File: src/rtl/dadda_mac_pkg.sv
// Shared constants and types for the dadda_mac multiply-accumulate stage.
// Optional build macro used by this slice: DADDA_MAC_SAT_EN (saturating accumulate).
package dadda_mac_pkg;

    localparam int OP_W   = 4;
    localparam int PROD_W = 8;

    typedef enum logic [0:0] {
        RUN  = 1'b0,
        DONE = 1'b1
    } state_t;

endpackage

File: src/rtl/dadda_mac_if.sv
// Operand-in / result-out handshake bundle for dadda_mac.
// The slave side is the MAC; the master side drives operands and consumes results.
interface dadda_mac_if #(
    parameter int ACC_W = 16
) ();
    import dadda_mac_pkg::*;

    logic              in_valid;
    logic              in_ready;
    logic [OP_W-1:0]   in_a;
    logic [OP_W-1:0]   in_b;
    logic              out_valid;
    logic              out_ready;
    logic [ACC_W-1:0]  out_acc;
    logic              out_ovf;

    modport master (
        output in_valid, in_a, in_b, out_ready,
        input  in_ready, out_valid, out_acc, out_ovf
    );

    modport slave (
        input  in_valid, in_a, in_b, out_ready,
        output in_ready, out_valid, out_acc, out_ovf
    );

endinterface

File: src/rtl/dadda_multiplier.sv
// Combinational 4x4 unsigned Dadda multiplier.
// Partial products are reduced 4 -> 3 -> 2 rows with half/full adders,
// then a single carry-propagate add forms the 8-bit product.
module dadda_multiplier
    import dadda_mac_pkg::*;
(
    input  logic [OP_W-1:0]   a,
    input  logic [OP_W-1:0]   b,
    output logic [PROD_W-1:0] s
);

    // {carry, sum} of a half adder
    function automatic logic [1:0] ha(input logic x, input logic y);
        return {x & y, x ^ y};
    endfunction

    // {carry, sum} of a full adder
    function automatic logic [1:0] fa(input logic x, input logic y, input logic z);
        return {(x & y) | (x & z) | (y & z), x ^ y ^ z};
    endfunction

    logic [OP_W-1:0] pp_s [OP_W];   // pp_s[i][j] = a[j] & b[i], weight i+j
    logic [1:0] h1_s, h2_s, h3_s;
    logic [1:0] f1_s, f2_s, f3_s;
    logic [6:0] row0_s, row1_s;

    // Partial products, Dadda reduction and final carry-propagate add
    always_comb begin
        for (int i = 0; i < OP_W; i++) begin
            pp_s[i] = a & {OP_W{b[i]}};
        end
        // Reduce to height 3: column 3 (4 bits) and column 4 (4 bits after carry)
        h1_s = ha(pp_s[0][3], pp_s[1][2]);
        h2_s = ha(pp_s[1][3], pp_s[2][2]);
        // Reduce to height 2
        h3_s = ha(pp_s[0][2], pp_s[1][1]);
        f1_s = fa(h1_s[0], pp_s[2][1], pp_s[3][0]);
        f2_s = fa(h2_s[0], pp_s[3][1], h1_s[1]);
        f3_s = fa(pp_s[2][3], pp_s[3][2], h2_s[1]);
        row0_s = {pp_s[3][3], f3_s[0], f2_s[0], f1_s[0], h3_s[0], pp_s[0][1], pp_s[0][0]};
        row1_s = {f3_s[1], f2_s[1], f1_s[1], h3_s[1], pp_s[2][0], pp_s[1][0], 1'b0};
        s = {1'b0, row0_s} + {1'b0, row1_s};
    end

endmodule

File: src/rtl/dadda_mac.sv
// dadda_mac: streaming multiply-accumulate around the 4-bit Dadda multiplier.
// Each accepted operand pair is multiplied and registered, then LEN products
// are summed into an ACC_W-bit accumulator; the group sum is offered on the
// output handshake and held until taken.
// Build option: DADDA_MAC_SAT_EN clamps the accumulator at 2^ACC_W-1 instead
// of wrapping; out_ovf flags the overflow in both builds.
module dadda_mac
    import dadda_mac_pkg::*;
#(
    parameter int ACC_W = 16,
    parameter int LEN   = 4
) (
    input  logic       clk,
    input  logic       rst,
    dadda_mac_if.slave bus
);

    localparam int CNT_W = (LEN < 2) ? 1 : $clog2(LEN + 1);
    localparam logic [CNT_W-1:0] LEN_C  = CNT_W'(LEN);
    localparam logic [CNT_W-1:0] LEN_M1 = CNT_W'(LEN - 1);

    state_t              state_r, state_nx_s;
    logic [PROD_W-1:0]   prod_s, prod_r;
    logic                prod_v_r;
    logic [ACC_W-1:0]    acc_r, acc_nx_s;
    logic                ovf_r, ovf_nx_s;
    logic [ACC_W:0]      sum_s;
    logic [CNT_W-1:0]    icnt_r, acnt_r;
    logic [ACC_W-1:0]    out_acc_r;
    logic                out_ovf_r;
    logic                in_ready_s, accept_s, last_s, release_s;

    dadda_multiplier u_mult (
        .a (bus.in_a),
        .b (bus.in_b),
        .s (prod_s)
    );

    // Input handshake: only in RUN, only while the group still needs operands
    always_comb begin
        in_ready_s = (state_r == RUN) && (icnt_r != LEN_C) && !rst;
        accept_s   = bus.in_valid && in_ready_s;
    end

    // Accumulator update; the carry into bit ACC_W is the overflow event
    always_comb begin
        sum_s    = {1'b0, acc_r} + {{(ACC_W + 1 - PROD_W){1'b0}}, prod_r};
        ovf_nx_s = ovf_r | sum_s[ACC_W];
`ifdef DADDA_MAC_SAT_EN
        if (ovf_nx_s) begin
            acc_nx_s = {ACC_W{1'b1}};
        end else begin
            acc_nx_s = sum_s[ACC_W-1:0];
        end
`else
        acc_nx_s = sum_s[ACC_W-1:0];
`endif
    end

    // Next-state logic: finish the group on its last product, release on out_ready
    always_comb begin
        state_nx_s = state_r;
        last_s     = 1'b0;
        release_s  = 1'b0;
        case (state_r)
            RUN: begin
                if (prod_v_r && (acnt_r == LEN_M1)) begin
                    state_nx_s = DONE;
                    last_s     = 1'b1;
                end else begin
                    state_nx_s = RUN;
                end
            end
            DONE: begin
                if (bus.out_ready) begin
                    state_nx_s = RUN;
                    release_s  = 1'b1;
                end else begin
                    state_nx_s = DONE;
                end
            end
            default: begin
                state_nx_s = RUN;
            end
        endcase
    end

    // State register
    always_ff @(posedge clk) begin
        if (rst) begin
            state_r <= RUN;
        end else begin
            state_r <= state_nx_s;
        end
    end

    // Multiply stage: capture the product of each accepted pair
    always_ff @(posedge clk) begin
        if (rst) begin
            prod_r   <= {PROD_W{1'b0}};
            prod_v_r <= 1'b0;
        end else begin
            prod_v_r <= accept_s;
            if (accept_s) begin
                prod_r <= prod_s;
            end
        end
    end

    // Accumulate stage and group counters; cleared when the result is taken
    always_ff @(posedge clk) begin
        if (rst || release_s) begin
            acc_r  <= {ACC_W{1'b0}};
            ovf_r  <= 1'b0;
            icnt_r <= {CNT_W{1'b0}};
            acnt_r <= {CNT_W{1'b0}};
        end else begin
            if (accept_s) begin
                icnt_r <= icnt_r + CNT_W'(1);
            end
            if (prod_v_r) begin
                acc_r  <= acc_nx_s;
                ovf_r  <= ovf_nx_s;
                acnt_r <= acnt_r + CNT_W'(1);
            end
        end
    end

    // Result registers: load the final sum as the group completes, then hold
    always_ff @(posedge clk) begin
        if (rst) begin
            out_acc_r <= {ACC_W{1'b0}};
            out_ovf_r <= 1'b0;
        end else if (last_s) begin
            out_acc_r <= acc_nx_s;
            out_ovf_r <= ovf_nx_s;
        end
    end

    assign bus.in_ready  = in_ready_s;
    assign bus.out_valid = (state_r == DONE);
    assign bus.out_acc   = out_acc_r;
    assign bus.out_ovf   = out_ovf_r;

endmodule

File: src/flat_wrapper.sv
// flat-port wrapper written by rule: the top's interface ports become plain ports
module dadda_mac_flat import dadda_mac_pkg::*;
#(
    parameter int ACC_W = 16,
    parameter int LEN   = 4
)
  (clk, rst, bus_in_valid, bus_in_a, bus_in_b, bus_out_ready, bus_in_ready, bus_out_valid, bus_out_acc, bus_out_ovf);
  dadda_mac_if #(.ACC_W(ACC_W)) bus_i ();
  input  logic clk;
  input  logic rst;
  input wire logic [$bits(bus_i.in_valid)-1:0] bus_in_valid;
  input wire logic [$bits(bus_i.in_a)-1:0] bus_in_a;
  input wire logic [$bits(bus_i.in_b)-1:0] bus_in_b;
  input wire logic [$bits(bus_i.out_ready)-1:0] bus_out_ready;
  output wire logic [$bits(bus_i.in_ready)-1:0] bus_in_ready;
  output wire logic [$bits(bus_i.out_valid)-1:0] bus_out_valid;
  output wire logic [$bits(bus_i.out_acc)-1:0] bus_out_acc;
  output wire logic [$bits(bus_i.out_ovf)-1:0] bus_out_ovf;
  assign bus_i.in_valid = bus_in_valid;
  assign bus_i.in_a = bus_in_a;
  assign bus_i.in_b = bus_in_b;
  assign bus_i.out_ready = bus_out_ready;
  assign bus_in_ready = bus_i.in_ready;
  assign bus_out_valid = bus_i.out_valid;
  assign bus_out_acc = bus_i.out_acc;
  assign bus_out_ovf = bus_i.out_ovf;
  dadda_mac #(.ACC_W(ACC_W), .LEN(LEN)) u_core (.clk(clk), .rst(rst), .bus(bus_i));
endmodule
File: config.mk
export PLATFORM = sky130hd
export DESIGN_NAME = dadda_mac_flat
export DESIGN_NICKNAME = d
export VERILOG_FILES = /design/src/rtl/dadda_mac_pkg.sv /design/src/rtl/dadda_mac_if.sv /design/src/rtl/dadda_multiplier.sv /design/src/rtl/dadda_mac.sv /design/src/flat_wrapper.sv
export SDC_FILE = /design/constraint.sdc
export NUM_CORES = 1
export LEC_CHECK = 0
export CAP_MARGIN = 15
export CORE_ASPECT_RATIO = 1.4
export CORE_MARGIN = 1
export CORE_UTILIZATION = 51
export CTS_BUF_LIST = sky130_fd_sc_hd__clkbuf_16
export DETAILED_ROUTE_END_ITERATION = 8
export MAX_ROUTING_LAYER = met4
export PLACE_DENSITY = 0.77
export REMOVE_ABC_BUFFERS = 1
export SYNTH_ARGS = -nofsm -noshare
export SYNTH_HDL_FRONTEND = slang
export SYNTH_HIERARCHICAL = 1
export SYNTH_SLANG_ARGS = --single-unit
File: constraint.sdc
create_clock -name clk -period 3.06 [get_ports clk]
set_clock_uncertainty 0.15 [all_clocks]
set_input_delay 0.765 -clock clk [delete_from_list [all_inputs] [get_ports clk]]
set_output_delay 0.765 -clock clk [all_outputs]
set_load 0.01 [all_outputs]
==> results.txt <==
The number of global-route vias before repair came out at 2,686. The total power of the final layout is 1.49 mW. Of all flip-flops after synthesis, the portion carrying an async set or reset was 0%. The maximum fanout along the worst path came out at 2. The antenna diode count came out at 0. The flow ran to the end, and the final reports show no timing, DRC or antenna violations. Buffers added to address setup during post-CTS repair amount to 0. TritonCTS built the clock tree. The final-report setup violation count is 0. The number of different library cells used by synthesis comes to 54. The global-route wire length before repair came out at 11.8 mm. The worst path in the final design needs a cycle of 3.03 ns, including I/O delays and setup.

Setup slack on the worst reg-to-reg path comes out at 0.45 ns. The number of warnings issued by yosys is 6. The number of antenna violations at the first check in global routing came out at 0. The final standard cell count with taps included and fillers excluded came out at 465. The final estimated routing congestion in global placement came out at 0.874. The post-route netlist has 11.8% of its cells at a drive strength greater than 1. The die area is 6230 µm².

Dividing the final minimum period by the clock period gives 98.9%. The die width is 67.0 µm. The net count of the finished layout is 435. The number of clock buffers added by TritonCTS is 5. Among all flip-flop cells after synthesis, the most frequent one is sky130_fd_sc_hd__dfxtp_1.

The largest net degree at the start of global routing is 30. The clock group share of total power is 35.1%. CTS built an H-tree with a depth of 2. After detailed routing, the number of remaining DRC violations is 0. In this run the tightest slew margin relative to its limit is 45.0%.

The synthesized flop and latch total came out at 50. The kind of capture point of the worst setup path is an output pin. Global routing used 25.2% of the available tracks. The area growth from synthesis to layout is 21.6%.

Data on the critical path arrives at its endpoint at 2.11 ns. The post-route standard cell area excluding fillers is 3670 µm². The area of placed instances came out at 3480 µm². The total area inside the core boundary comes to 5610 µm². The mean routed wirelength per cell is 15.4 µm. The final-report max-slew violation count came to 0. The utilization after layout is 65.4%. The proportion of synthesized chip area in sequential cells is 33.2%. The post-detailed-route count of antenna-violating nets is 0.

Of the total power, the share spent switching nets is 26.6%. The synthesized netlist occupies a cell area of 3020 µm². Sorting the synthesized cells by area gives the leading types as sky130_fd_sc_hd__dfxtp_1 33%, sky130_fd_sc_hd__ha_1 8.7%, sky130_fd_sc_hd__nand2_1 5.5%.

The largest buffer count on any clock path is 2. After global routing the overflow that remains totals 0. The post-detailed-placement half-perimeter wirelength came out at 5.23 mm.

STA classifies the critical path startpoint as a primary input. The number of standard cells after synthesis is 355. Wires add up to 7.16 mm. The path class of the tightest hold or removal check is reg2reg.

The transition time at the pin with the least slew margin is 0.822 ns. Dividing total power by cell area gives a power density of 408 nW/µm². The latest clock arrival within the worst-skew pair came out at 0.29 ns. The count of buffers added on input and output ports is 30.

The first routing iteration left 195 violations. The root buffer cell is sky130_fd_sc_hd__clkbuf_16. The post-placement cell count came out at 458. The worst path required time is 2.14 ns. The height of the die came out at 93.0 µm.

The clock-pin slew on the worst setup and hold paths is 0.06 ns. Derived from the worst setup path, the maximum achievable clock frequency is 0.331 GHz. The average instance in the mapped netlist occupies 8.50 µm². The max capacitance violation total is 0. The maximum vdd drop is 0.000228 V. The top-area cell type share of the netlist area came out at 33.2%. In this run the core area contains 32 standard-cell rows. The starting density of the core is 53.8%. Combinational logic is responsible for 18.8% of the overall power. The tree built by TritonCTS fans out to 50 sinks.

In this run the power spent charging and discharging nets is 0.397 mW. The number of enable flip-flop cells after synthesis is 0. The number of vias per cell is 5.99. The leakage power of the design is 1.50 nW.

The detailed-route via count is 2,786. The cell internal power dissipation came out at 1.10 mW. The synthesized design spends more area on one cell type than any other, namely sky130_fd_sc_hd__dfxtp_1. The worst setup path is of the in2out kind.

The number of top-level design ports is 31. Sequential cells burn 46.0% of the power. The final-report hold violation count came out at 0.

The detailed-routing iteration count for the pre-antenna-repair pass came out at 4. The final sum of negative setup slack came out at 0 ns.
[cells by family (layout without fill, tap and decap cells)]
family | count (synthesis) | after routing | synth area share, %
and+or+nand+nor | 148 | 148 | 25.2
AOI/OAI and AO/OA | 86 | 86 | 19.7
DFF | 50 | 50 | 33.2
adders and majority gates | 26 | 26 | 12.0
buffers and inverters | 26 | 68 | 4.02
xor gates and xnor gates | 11 | 11 | 3.19
muxes | 8 | 8 | 2.65
[sequential cells by signal, indices dropped and copies added, names as in the netlist]
name	flops
u_core/bus.out_acc	16
u_core/acc_r	16
u_core/prod_v_r	1
u_core/bus.out_valid	1
u_core/prod_r	8
u_core/bus.out_ovf	1
u_core/icnt_r	3
u_core/acnt_r	3
u_core/ovf_r	1
[final timing paths]
kind	from	to	cells after the start
max	rst	bus_in_ready	3
min	u_core/prod_r[3]	u_core/prod_r[3]	2
max reg2reg	u_core/prod_r[0]	u_core/bus.out_acc[8]	6
min reg2reg	u_core/prod_r[3]	u_core/prod_r[3]	2
[layout by cell type (no fill, tap or decap), types with 11 or more instances in the layout]
cell type	count
sky130_fd_sc_hd__nand2_1	44
sky130_fd_sc_hd__clkdlybuf4s50_1	25
sky130_fd_sc_hd__nand3_1	31
sky130_fd_sc_hd__and2_1	15
sky130_fd_sc_hd__a211oi_1	11
sky130_fd_sc_hd__dfxtp_1	50
sky130_fd_sc_hd__buf_4	22
sky130_fd_sc_hd__nor2_1	17
sky130_fd_sc_hd__o21ai_0	20
sky130_fd_sc_hd__ha_1	18
sky130_fd_sc_hd__a21oi_1	16
[final cells by class]
type	count	area (µm²)
multi-input combinational	279	1950
sequential	50	1000
fill	494	1940
clock inverter	2	11.3
tap	68	85.1
timing repair buffer	52	460
inverter	9	33.8
clock buffer	5	125
[Yosys cell counts (6+ instances only)]
cell                       number
sky130_fd_sc_hd__a211oi_1      11
sky130_fd_sc_hd__a21oi_1       16
sky130_fd_sc_hd__a31oi_1        6
sky130_fd_sc_hd__and2_1        17
sky130_fd_sc_hd__clkbuf_1      11
sky130_fd_sc_hd__dfxtp_1       50
sky130_fd_sc_hd__ha_1          21
sky130_fd_sc_hd__inv_1          8
sky130_fd_sc_hd__mux2i_1        8
sky130_fd_sc_hd__nand2_1       44
sky130_fd_sc_hd__nand3_1       31
sky130_fd_sc_hd__nand3b_1       6
sky130_fd_sc_hd__nor2_1        17
sky130_fd_sc_hd__nor3_1         8
sky130_fd_sc_hd__o21ai_0       20
sky130_fd_sc_hd__xnor2_1        7
[per-layer routing]
metal	global-route usage, %	vias to the layer above	share of wire (%)
met3	3.41	12	2.4
li1	-	1383	-
met1	26.0	1332	40
met5	-	-	0
met4	11.0	0	1.9
met2	46.0	59	55
[power by group through the flow]
stage	registers (mW)	logic (mW)	clock network (mW)
after floorplan	0.702	0.160	0
after global placement	0.701	0.254	0
after detailed placement	0.702	0.261	0
after CTS	0.688	0.273	0.534
after global routing	0.690	0.313	0.555
final	0.688	0.282	0.525
[worst max-delay path, stage by stage]
cell,delay [ns]
sky130_fd_sc_hd__clkdlybuf4s50_1,0.52
sky130_fd_sc_hd__a211oi_2,0.24
sky130_fd_sc_hd__clkdlybuf4s50_1,0.58
[timing repair]
item,CTS,global route
pin swaps,7,3
setup endpoints to repair,3,1
hold buffers,0,0
resized for setup,10,4
gates cloned,0,0
endpoints found under the hold margin,0,0
[per-stage QoR]
stage,setup slack (ns),hold slack [ns]
after floorplan,0.0881,0.288
after global placement,-0.386,0.302
after detailed placement,-0.476,0.309
after CTS,0.0242,0.320
after global routing,-0.00249,0.330
final,0.0344,0.313
Note: power is estimated with default switching activity, not from simulation.
